### config.mk
export PLATFORM = sky130hd
export DESIGN_NAME = idex_stage_flat
export DESIGN_NICKNAME = d
export VERILOG_FILES = /design/src/rtl/idex_stage_pkg.sv /design/src/rtl/idex_stage_if.sv /design/src/rtl/idex_stage_hazard_detect.sv /design/src/rtl/idex_stage.sv /design/src/flat_wrapper.sv
export SDC_FILE = /design/constraint.sdc
export NUM_CORES = 1
export LEC_CHECK = 0
export CAP_MARGIN = 10
export CORE_AREA = 2 2 150 152
export DETAILED_ROUTE_END_ITERATION = 10
export DIE_AREA = 0 0 152 154
export PLACE_DENSITY = 0.61
export SLEW_MARGIN = 30
export SYNTH_ARGS = -nofsm -noshare
export SYNTH_HDL_FRONTEND = slang
export SYNTH_SLANG_ARGS = --single-unit
### constraint.sdc
create_clock -name clk -period 2.1 [get_ports clk]
set_input_delay 0.42 -clock clk [delete_from_list [all_inputs] [get_ports clk]]
set_output_delay 0.42 -clock clk [all_outputs]
set_load 0.03 [all_outputs]
### src/rtl/idex_stage_pkg.sv
// Shared types for the ID/EX pipeline stage.
//   XLEN         : datapath width
//   idex_ctrl_t  : EX-stage control bits carried through ID/EX
//   idex_state_t : load-use FSM states
//   BUBBLE       : control word of an inserted NOP (no write, no memory access)
package pipe_pkg;

    localparam int XLEN = 32;

    typedef struct packed {
        logic       RUWr;
        logic       DMRd;
        logic       DMWr;
        logic [3:0] ALUOp;
        logic       ALUASrc;
        logic       ALUBSrc;
        logic [4:0] BrOp;
        logic [1:0] RUDataWrSrc;
    } idex_ctrl_t;

    typedef enum logic {
        RUN      = 1'b0,
        LU_STALL = 1'b1
    } idex_state_t;

    localparam idex_ctrl_t BUBBLE = '0;

endpackage

### src/rtl/idex_stage_if.sv
// Decode-to-execute bundle of the ID/EX stage.
//   master : upstream/decode side, drives the *_de fields and NextPCSrc_ex,
//            observes the registered *_ex fields and the stall/flush controls
//   slave  : the idex_stage itself
interface idex_stage_if;
    import pipe_pkg::*;

    logic [4:0]      rs1_de;
    logic [4:0]      rs2_de;
    logic [4:0]      rd_de;
    logic            RUWr_de;
    logic            DMRd_de;
    logic            DMWr_de;
    logic [3:0]      ALUOp_de;
    logic            ALUASrc_de;
    logic            ALUBSrc_de;
    logic [4:0]      BrOp_de;
    logic [1:0]      RUDataWrSrc_de;
    logic [XLEN-1:0] pc_de;
    logic [XLEN-1:0] ru_rs1_de;
    logic [XLEN-1:0] ru_rs2_de;
    logic [XLEN-1:0] imm_de;
    logic            NextPCSrc_ex;

    logic [4:0]      rs1_ex;
    logic [4:0]      rs2_ex;
    logic [4:0]      rd_ex;
    logic            RUWr_ex;
    logic            DMRd_ex;
    logic            DMWr_ex;
    logic [3:0]      ALUOp_ex;
    logic            ALUASrc_ex;
    logic            ALUBSrc_ex;
    logic [4:0]      BrOp_ex;
    logic [1:0]      RUDataWrSrc_ex;
    logic [XLEN-1:0] pc_ex;
    logic [XLEN-1:0] ru_rs1_ex;
    logic [XLEN-1:0] ru_rs2_ex;
    logic [XLEN-1:0] imm_ex;

    logic            stall_pc;
    logic            stall_de;
    logic            flush_de;
    logic [31:0]     stall_cnt;
    logic [31:0]     flush_cnt;

    modport master (
        output rs1_de, rs2_de, rd_de, RUWr_de, DMRd_de, DMWr_de, ALUOp_de,
               ALUASrc_de, ALUBSrc_de, BrOp_de, RUDataWrSrc_de,
               pc_de, ru_rs1_de, ru_rs2_de, imm_de, NextPCSrc_ex,
        input  rs1_ex, rs2_ex, rd_ex, RUWr_ex, DMRd_ex, DMWr_ex, ALUOp_ex,
               ALUASrc_ex, ALUBSrc_ex, BrOp_ex, RUDataWrSrc_ex,
               pc_ex, ru_rs1_ex, ru_rs2_ex, imm_ex,
               stall_pc, stall_de, flush_de, stall_cnt, flush_cnt
    );

    modport slave (
        input  rs1_de, rs2_de, rd_de, RUWr_de, DMRd_de, DMWr_de, ALUOp_de,
               ALUASrc_de, ALUBSrc_de, BrOp_de, RUDataWrSrc_de,
               pc_de, ru_rs1_de, ru_rs2_de, imm_de, NextPCSrc_ex,
        output rs1_ex, rs2_ex, rd_ex, RUWr_ex, DMRd_ex, DMWr_ex, ALUOp_ex,
               ALUASrc_ex, ALUBSrc_ex, BrOp_ex, RUDataWrSrc_ex,
               pc_ex, ru_rs1_ex, ru_rs2_ex, imm_ex,
               stall_pc, stall_de, flush_de, stall_cnt, flush_cnt
    );

endinterface

### src/rtl/idex_stage_hazard_detect.sv
// Combinational load-use / control-hazard priority logic for idex_stage.
//   rst_i          : synchronous reset, forces all controls low
//   state_i        : current idex_stage FSM state
//   DMRd_ex_i      : instruction in EX is a load
//   rd_ex_i        : destination of the instruction in EX
//   rs1_de_i/rs2_de_i : sources of the instruction in ID
//   NextPCSrc_ex_i : branch/jump taken in EX this cycle
//   stall_o        : hold PC and IF/ID
//   flush_o        : clear IF/ID
//   bubble_o       : load a bubble into ID/EX at the next edge
module hazard_detect
    import pipe_pkg::*;
(
    input  logic        rst_i,
    input  idex_state_t state_i,
    input  logic        DMRd_ex_i,
    input  logic [4:0]  rd_ex_i,
    input  logic [4:0]  rs1_de_i,
    input  logic [4:0]  rs2_de_i,
    input  logic        NextPCSrc_ex_i,
    output logic        stall_o,
    output logic        flush_o,
    output logic        bubble_o
);

    logic lu_haz;

    assign lu_haz = DMRd_ex_i & (rd_ex_i != 5'd0) &
                    ((rd_ex_i == rs1_de_i) | (rd_ex_i == rs2_de_i));

    // A taken branch squashes the consumer anyway, so flush wins over lu_haz.
    assign flush_o  = ~rst_i & NextPCSrc_ex_i;
    assign stall_o  = ~rst_i & ~NextPCSrc_ex_i & (state_i == RUN) & lu_haz;
    assign bubble_o = flush_o | stall_o;

endmodule

### src/rtl/idex_stage.sv
// ID/EX pipeline register with load-use stall and control-hazard flush.
//   clk  : core clock, rising edge
//   rst  : synchronous active-high reset
//   bus  : idex_stage_if.slave, decode inputs (*_de, NextPCSrc_ex), registered
//          EX outputs (*_ex), stall_pc/stall_de/flush_de, stall_cnt/flush_cnt
// Build option: HAZ_PERF_CNT_EN enables the saturating stall/flush counters;
// without it both counter outputs are tied to zero.
//
// state    | meaning
// ---------+---------------------------------------------------------------
// RUN      | normal capture; a load-use hazard stalls one cycle
// LU_STALL | bubble sits in EX, held decode inputs are captured, no stall
module idex_stage
    import pipe_pkg::*;
(
    input  logic        clk,
    input  logic        rst,
    idex_stage_if.slave bus
);

    idex_state_t     state_q, state_d;
    idex_ctrl_t      ctrl_q, ctrl_d;
    logic [4:0]      rs1_q, rs1_d;
    logic [4:0]      rs2_q, rs2_d;
    logic [4:0]      rd_q, rd_d;
    logic [XLEN-1:0] pc_q, pc_d;
    logic [XLEN-1:0] ru_rs1_q, ru_rs1_d;
    logic [XLEN-1:0] ru_rs2_q, ru_rs2_d;
    logic [XLEN-1:0] imm_q, imm_d;

    logic stall;
    logic flush;
    logic bubble;

    hazard_detect u_hazard_detect (
        .rst_i          (rst),
        .state_i        (state_q),
        .DMRd_ex_i      (ctrl_q.DMRd),
        .rd_ex_i        (rd_q),
        .rs1_de_i       (bus.rs1_de),
        .rs2_de_i       (bus.rs2_de),
        .NextPCSrc_ex_i (bus.NextPCSrc_ex),
        .stall_o        (stall),
        .flush_o        (flush),
        .bubble_o       (bubble)
    );

    always_comb begin
        ctrl_d.RUWr        = bus.RUWr_de & (bus.rd_de != 5'd0);  // never write x0
        ctrl_d.DMRd        = bus.DMRd_de;
        ctrl_d.DMWr        = bus.DMWr_de;
        ctrl_d.ALUOp       = bus.ALUOp_de;
        ctrl_d.ALUASrc     = bus.ALUASrc_de;
        ctrl_d.ALUBSrc     = bus.ALUBSrc_de;
        ctrl_d.BrOp        = bus.BrOp_de;
        ctrl_d.RUDataWrSrc = bus.RUDataWrSrc_de;
        rs1_d              = bus.rs1_de;
        rs2_d              = bus.rs2_de;
        rd_d               = bus.rd_de;
        pc_d               = bus.pc_de;
        ru_rs1_d           = bus.ru_rs1_de;
        ru_rs2_d           = bus.ru_rs2_de;
        imm_d              = bus.imm_de;
        if (bubble) begin
            ctrl_d   = BUBBLE;
            rs1_d    = '0;
            rs2_d    = '0;
            rd_d     = '0;
            pc_d     = '0;
            ru_rs1_d = '0;
            ru_rs2_d = '0;
            imm_d    = '0;
        end
        // stall already excludes flush and LU_STALL, so every other case is RUN
        state_d = stall ? LU_STALL : RUN;
    end

    always_ff @(posedge clk) begin
        if (rst) begin
            state_q  <= RUN;
            ctrl_q   <= BUBBLE;
            rs1_q    <= '0;
            rs2_q    <= '0;
            rd_q     <= '0;
            pc_q     <= '0;
            ru_rs1_q <= '0;
            ru_rs2_q <= '0;
            imm_q    <= '0;
        end else begin
            state_q  <= state_d;
            ctrl_q   <= ctrl_d;
            rs1_q    <= rs1_d;
            rs2_q    <= rs2_d;
            rd_q     <= rd_d;
            pc_q     <= pc_d;
            ru_rs1_q <= ru_rs1_d;
            ru_rs2_q <= ru_rs2_d;
            imm_q    <= imm_d;
        end
    end

    assign bus.rs1_ex         = rs1_q;
    assign bus.rs2_ex         = rs2_q;
    assign bus.rd_ex          = rd_q;
    assign bus.RUWr_ex        = ctrl_q.RUWr;
    assign bus.DMRd_ex        = ctrl_q.DMRd;
    assign bus.DMWr_ex        = ctrl_q.DMWr;
    assign bus.ALUOp_ex       = ctrl_q.ALUOp;
    assign bus.ALUASrc_ex     = ctrl_q.ALUASrc;
    assign bus.ALUBSrc_ex     = ctrl_q.ALUBSrc;
    assign bus.BrOp_ex        = ctrl_q.BrOp;
    assign bus.RUDataWrSrc_ex = ctrl_q.RUDataWrSrc;
    assign bus.pc_ex          = pc_q;
    assign bus.ru_rs1_ex      = ru_rs1_q;
    assign bus.ru_rs2_ex      = ru_rs2_q;
    assign bus.imm_ex         = imm_q;

    assign bus.stall_pc = stall;
    assign bus.stall_de = stall;
    assign bus.flush_de = flush;

`ifdef HAZ_PERF_CNT_EN
    logic [31:0] stall_cnt_q, stall_cnt_d;
    logic [31:0] flush_cnt_q, flush_cnt_d;

    // Saturate instead of wrapping so a long run never reads as a small count.
    always_comb begin
        stall_cnt_d = stall_cnt_q;
        flush_cnt_d = flush_cnt_q;
        if (stall && (stall_cnt_q != 32'hFFFF_FFFF)) begin
            stall_cnt_d = stall_cnt_q + 32'd1;
        end
        if (flush && (flush_cnt_q != 32'hFFFF_FFFF)) begin
            flush_cnt_d = flush_cnt_q + 32'd1;
        end
    end

    always_ff @(posedge clk) begin
        if (rst) begin
            stall_cnt_q <= '0;
            flush_cnt_q <= '0;
        end else begin
            stall_cnt_q <= stall_cnt_d;
            flush_cnt_q <= flush_cnt_d;
        end
    end

    assign bus.stall_cnt = stall_cnt_q;
    assign bus.flush_cnt = flush_cnt_q;
`else
    assign bus.stall_cnt = '0;
    assign bus.flush_cnt = '0;
`endif

endmodule
### src/flat_wrapper.sv
// flat-port wrapper written by rule: the top's interface ports become plain ports
module idex_stage_flat import pipe_pkg::*;
  (clk, rst, bus_rs1_de, bus_rs2_de, bus_rd_de, bus_RUWr_de, bus_DMRd_de, bus_DMWr_de, bus_ALUOp_de, bus_ALUASrc_de, bus_ALUBSrc_de, bus_BrOp_de, bus_RUDataWrSrc_de, bus_pc_de, bus_ru_rs1_de, bus_ru_rs2_de, bus_imm_de, bus_NextPCSrc_ex, bus_rs1_ex, bus_rs2_ex, bus_rd_ex, bus_RUWr_ex, bus_DMRd_ex, bus_DMWr_ex, bus_ALUOp_ex, bus_ALUASrc_ex, bus_ALUBSrc_ex, bus_BrOp_ex, bus_RUDataWrSrc_ex, bus_pc_ex, bus_ru_rs1_ex, bus_ru_rs2_ex, bus_imm_ex, bus_stall_pc, bus_stall_de, bus_flush_de, bus_stall_cnt, bus_flush_cnt);
  idex_stage_if bus_i ();
  input  logic clk;
  input  logic rst;
  input wire logic [$bits(bus_i.rs1_de)-1:0] bus_rs1_de;
  input wire logic [$bits(bus_i.rs2_de)-1:0] bus_rs2_de;
  input wire logic [$bits(bus_i.rd_de)-1:0] bus_rd_de;
  input wire logic [$bits(bus_i.RUWr_de)-1:0] bus_RUWr_de;
  input wire logic [$bits(bus_i.DMRd_de)-1:0] bus_DMRd_de;
  input wire logic [$bits(bus_i.DMWr_de)-1:0] bus_DMWr_de;
  input wire logic [$bits(bus_i.ALUOp_de)-1:0] bus_ALUOp_de;
  input wire logic [$bits(bus_i.ALUASrc_de)-1:0] bus_ALUASrc_de;
  input wire logic [$bits(bus_i.ALUBSrc_de)-1:0] bus_ALUBSrc_de;
  input wire logic [$bits(bus_i.BrOp_de)-1:0] bus_BrOp_de;
  input wire logic [$bits(bus_i.RUDataWrSrc_de)-1:0] bus_RUDataWrSrc_de;
  input wire logic [$bits(bus_i.pc_de)-1:0] bus_pc_de;
  input wire logic [$bits(bus_i.ru_rs1_de)-1:0] bus_ru_rs1_de;
  input wire logic [$bits(bus_i.ru_rs2_de)-1:0] bus_ru_rs2_de;
  input wire logic [$bits(bus_i.imm_de)-1:0] bus_imm_de;
  input wire logic [$bits(bus_i.NextPCSrc_ex)-1:0] bus_NextPCSrc_ex;
  output wire logic [$bits(bus_i.rs1_ex)-1:0] bus_rs1_ex;
  output wire logic [$bits(bus_i.rs2_ex)-1:0] bus_rs2_ex;
  output wire logic [$bits(bus_i.rd_ex)-1:0] bus_rd_ex;
  output wire logic [$bits(bus_i.RUWr_ex)-1:0] bus_RUWr_ex;
  output wire logic [$bits(bus_i.DMRd_ex)-1:0] bus_DMRd_ex;
  output wire logic [$bits(bus_i.DMWr_ex)-1:0] bus_DMWr_ex;
  output wire logic [$bits(bus_i.ALUOp_ex)-1:0] bus_ALUOp_ex;
  output wire logic [$bits(bus_i.ALUASrc_ex)-1:0] bus_ALUASrc_ex;
  output wire logic [$bits(bus_i.ALUBSrc_ex)-1:0] bus_ALUBSrc_ex;
  output wire logic [$bits(bus_i.BrOp_ex)-1:0] bus_BrOp_ex;
  output wire logic [$bits(bus_i.RUDataWrSrc_ex)-1:0] bus_RUDataWrSrc_ex;
  output wire logic [$bits(bus_i.pc_ex)-1:0] bus_pc_ex;
  output wire logic [$bits(bus_i.ru_rs1_ex)-1:0] bus_ru_rs1_ex;
  output wire logic [$bits(bus_i.ru_rs2_ex)-1:0] bus_ru_rs2_ex;
  output wire logic [$bits(bus_i.imm_ex)-1:0] bus_imm_ex;
  output wire logic [$bits(bus_i.stall_pc)-1:0] bus_stall_pc;
  output wire logic [$bits(bus_i.stall_de)-1:0] bus_stall_de;
  output wire logic [$bits(bus_i.flush_de)-1:0] bus_flush_de;
  output wire logic [$bits(bus_i.stall_cnt)-1:0] bus_stall_cnt;
  output wire logic [$bits(bus_i.flush_cnt)-1:0] bus_flush_cnt;
  assign bus_i.rs1_de = bus_rs1_de;
  assign bus_i.rs2_de = bus_rs2_de;
  assign bus_i.rd_de = bus_rd_de;
  assign bus_i.RUWr_de = bus_RUWr_de;
  assign bus_i.DMRd_de = bus_DMRd_de;
  assign bus_i.DMWr_de = bus_DMWr_de;
  assign bus_i.ALUOp_de = bus_ALUOp_de;
  assign bus_i.ALUASrc_de = bus_ALUASrc_de;
  assign bus_i.ALUBSrc_de = bus_ALUBSrc_de;
  assign bus_i.BrOp_de = bus_BrOp_de;
  assign bus_i.RUDataWrSrc_de = bus_RUDataWrSrc_de;
  assign bus_i.pc_de = bus_pc_de;
  assign bus_i.ru_rs1_de = bus_ru_rs1_de;
  assign bus_i.ru_rs2_de = bus_ru_rs2_de;
  assign bus_i.imm_de = bus_imm_de;
  assign bus_i.NextPCSrc_ex = bus_NextPCSrc_ex;
  assign bus_rs1_ex = bus_i.rs1_ex;
  assign bus_rs2_ex = bus_i.rs2_ex;
  assign bus_rd_ex = bus_i.rd_ex;
  assign bus_RUWr_ex = bus_i.RUWr_ex;
  assign bus_DMRd_ex = bus_i.DMRd_ex;
  assign bus_DMWr_ex = bus_i.DMWr_ex;
  assign bus_ALUOp_ex = bus_i.ALUOp_ex;
  assign bus_ALUASrc_ex = bus_i.ALUASrc_ex;
  assign bus_ALUBSrc_ex = bus_i.ALUBSrc_ex;
  assign bus_BrOp_ex = bus_i.BrOp_ex;
  assign bus_RUDataWrSrc_ex = bus_i.RUDataWrSrc_ex;
  assign bus_pc_ex = bus_i.pc_ex;
  assign bus_ru_rs1_ex = bus_i.ru_rs1_ex;
  assign bus_ru_rs2_ex = bus_i.ru_rs2_ex;
  assign bus_imm_ex = bus_i.imm_ex;
  assign bus_stall_pc = bus_i.stall_pc;
  assign bus_stall_de = bus_i.stall_de;
  assign bus_flush_de = bus_i.flush_de;
  assign bus_stall_cnt = bus_i.stall_cnt;
  assign bus_flush_cnt = bus_i.flush_cnt;
  idex_stage u_core (.clk(clk), .rst(rst), .bus(bus_i));
endmodule
==> results of run 1 <==
[metal layers]
metal	vias to the layer above	part of all wire (%)	global-route usage (%)
met3	17	8.4	4.31
met1	1641	39	13.7
met5	-	0	0
met4	0	2.1	5.61
met2	242	50	21.9
li1	1838	-	-
[repair_timing]
item	4_1_cts	5_1_grt
pin swaps	3	6
setup buffers	0	2
endpoints found under the setup margin	5	2
gates resized for setup	13	13
[cells in the mapped netlist]
master,n,area [um2]
buf_2,11,55.1
dfxtp_1,160,3200
buf_4,67,503
a21oi_1,1,5.00
and2_1,160,1000
nand3b_1,1,7.51
or3_1,1,6.26
conb_1,1,3.75
nor3_1,1,5.00
xnor2_1,10,87.6
clkbuf_2,1,5.00
nor2b_1,1,6.26
a21boi_4,1,18.8
nand2_1,2,7.51
o22ai_2,1,12.5
o311a_1,1,10.0
nand3_1,2,10.0
nor2_1,2,7.51
clkbuf_1,3,11.3
[cell usage in the layout, fill, tap and decap left out, drive strengths merged, types with 2 or more instances in the layout]
cell	netlist	final
inv	0	7
nor2	2	2
and2	160	160
buf	78	13
clkbuf	4	17
dlymetal6s2s	0	7
dfxtp	160	160
dlygate4sd2	0	3
nand3	2	2
nand2	2	2
clkinv	0	7
xnor2	10	10
clkdlybuf4s50	0	310
conb	1	64
[sequential cells by signal, summed over array words and instances, names as in the netlist, 2 cells and up]
| name | count |
|---|---|
| u_core.bus.imm_ex | 32 |
| u_core.bus.rs2_ex | 5 |
| u_core.bus.rd_ex | 5 |
| u_core.bus.RUDataWrSrc_ex | 2 |
| u_core.bus.pc_ex | 32 |
| u_core.bus.BrOp_ex | 5 |
| u_core.bus.rs1_ex | 5 |
| u_core.bus.ru_rs1_ex | 32 |
| u_core.bus.ru_rs2_ex | 32 |
| u_core.bus.ALUOp_ex | 4 |
[kinds of logic after synthesis]
logic type | after synthesis | synth area share, %
XOR/XNOR | 10 | 1.76
AND/OR/NAND/NOR | 170 | 21.2
buffers and inverters | 82 | 11.6
other | 1 | 0.0755
flip-flops | 160 | 64.5
AO/OA/AOI/OAI | 4 | 0.932
[layout make-up]
cell class,instances,area share [%]
clock inverters,15,1.85
multi-input cells,248,16.3
diodes,1,0.0279
flip-flops and latches,160,35.8
repair buffers,333,37.4
well taps,280,3.90
clock buffers,17,4.74
[worst max path at each step]
stage / from / end / slack [ns] / depth (start not counted)
after CTS: u_core.bus.rd_ex[3] / bus_stall_pc / 0.003 / 5
after floorplan: u_core.bus.rd_ex[4] / bus_stall_pc / 0.08 / 5
after detailed placement: bus_rs1_de[4] / bus_stall_pc / -0.10 / 6
after global routing: u_core.bus.rd_ex[1] / bus_stall_pc / 0.01 / 5
after global placement: rst / bus_stall_pc / -0.09 / 7
final: bus_rs2_de[2] / bus_stall_pc / 0.09 / 6
[power by group]
part	leakage (nW)	internal (mW)	switching (mW)
combinational	2.07	0.545	0.573
sequential	1.32	3.15	0.0381
clock	0.287	1.60	1.45
total	3.67	5.30	2.06
==> flow_summary.yaml, run 1 <==
worst_setup_path:
  critical_path.top_delay_family: "buffers and inverters"
  critPathMaxStageDelay_ns: 0.51
  cpMaxStageDelayCell: "clkdlybuf4s50_1"
  timing.critical_path.required_ns: 1.68
  cp_max_fo: 2
  worst-r2r-setup-slack_ns: 0.31
  worstPathBufferInverterCount: 2
  worstSetupStartpointType: "primary input"
  worstReg2RegEnd: "u_core.bus.ru_rs1_ex[10]"
  worst-r2r-cell-count: 7
  critical_path_class: "primary input to output port"
  crit_chain: "clkdlybuf4s50_1, xnor2_1, nand3_1, o22ai_2, and2_4, buf_6"
  timing.critical_path.to_type: "output port"
  cp_data_arrival_time_ns: 1.59
  crit-reg2reg-launch: "u_core.bus.rd_ex[1]"
floorplan:
  top_level_ports: 388
  floorplan.die.width_um: 152
  fp.dieArea_um2: 23400
  die_h_um: 154
  start_util_pct: 22.9
  core-area_um2: 21700
  number_of_cell_rows: 54
clock_tree:
  tritoncts_clock_tree: "built"
  cts_inserted_buffers: 17
  clkLatencyLatePin_ns: 0.42
  tritoncts_num_sinks: 160
  clk_root_buffer_cell: "clkbuf_16"
  path_clk_slew_ns: 0.07
  holdBufCountCts: 0
  h_tree_levels: 4
  clockBufferDepth: 2
sta:
  fmaxAchievable_ghz: 0.497
  setup_tns_ns: 0
  skew_ns: 0.0144
  finalMaxSlewViolations: 0
  final.period_utilization_pct: 95.9
  period_minus_slack_ns: 2.01
  whs_ns: 0.266
  postLayoutSetupSlackWorst_ns: 0.0869
  setup-violations-final: 0
  rsz0062_at_grt: "false"
  final_hold_viol_count: 0
placed_design:
  dp_cells: 1019
  placed_area_um2: 8300
  routabilityCongestion: 0.758
  dp_worst_setup_slack_ns: -0.104
  io_buffers: 323
  dpl.hpwl_um: 11500
worst_hold_path:
  timing.hold.worst.class: "primary input to register"
  worst_hold_startpoint: "bus_rs2_de[1]"
  worstHoldPathCells: 2
  worstHoldEndpoint: "u_core.bus.rs2_ex[1]"
synthesis:
  syn-mean-instance-area_um2: 11.6
  seq_area_frac_synth_pct: 64.5
  syn_inst: 427
  syn_area_um2: 4970
  synth_cell_types: 19
  synth_warnings: 0
  postSynthRegisterBits: 160
pwr:
  power.total_mw: 7.35
  ir_drop_mv: 0.425
  power.density_nw_per_um2: 819
  p_leak_nw: 3.67
routing:
  route.vias.total: 3738
  post_drt_antenna_nets: 0
  drc_viols: 0
  detail_route.first_pass.iterations: 4
  postRouteWirelength_um: 14600
  wire_per_inst_um: 13.9
  per_cell_via_count_in_the_routed_design: 3.55
  drt_first_iter_violations: 104
grt:
  grt_start_max_net_pins: 53
  number_of_global_route_vias_before_repair: 3715
  first_pass_grt_wire_length_um: 22100
  grt_remaining_overflow: 0
  grt_antenna_before_repair: 1
  grtUsageTotal_pct: 12.5
status:
  outcome: "complete, no violations"
cells_and_area:
  final_layout_size_suffix_gt1_share_pct: 7.63
  finalNonFillerCells: 1054
  design.final.nets: 922
  multi_input_comb_area_um2: 1460
  area_growth_pct: 80.9
  finalCoreUtilization_pct: 41.4
  fillerInstances: 2091
  stdcell_area_um2: 8980
  sequential_cell_area_um2: 3210
job:
  maxcap_violations: 0
No activity file was read; power rests on OpenSTA's default activity.
==> run 2, diff against run 1 <==
Settings changed: HOLD_SLACK_MARGIN set to 0.15.
==> results of run 2 <==
Final layout, timing and power as in run 1 (identical DEF).
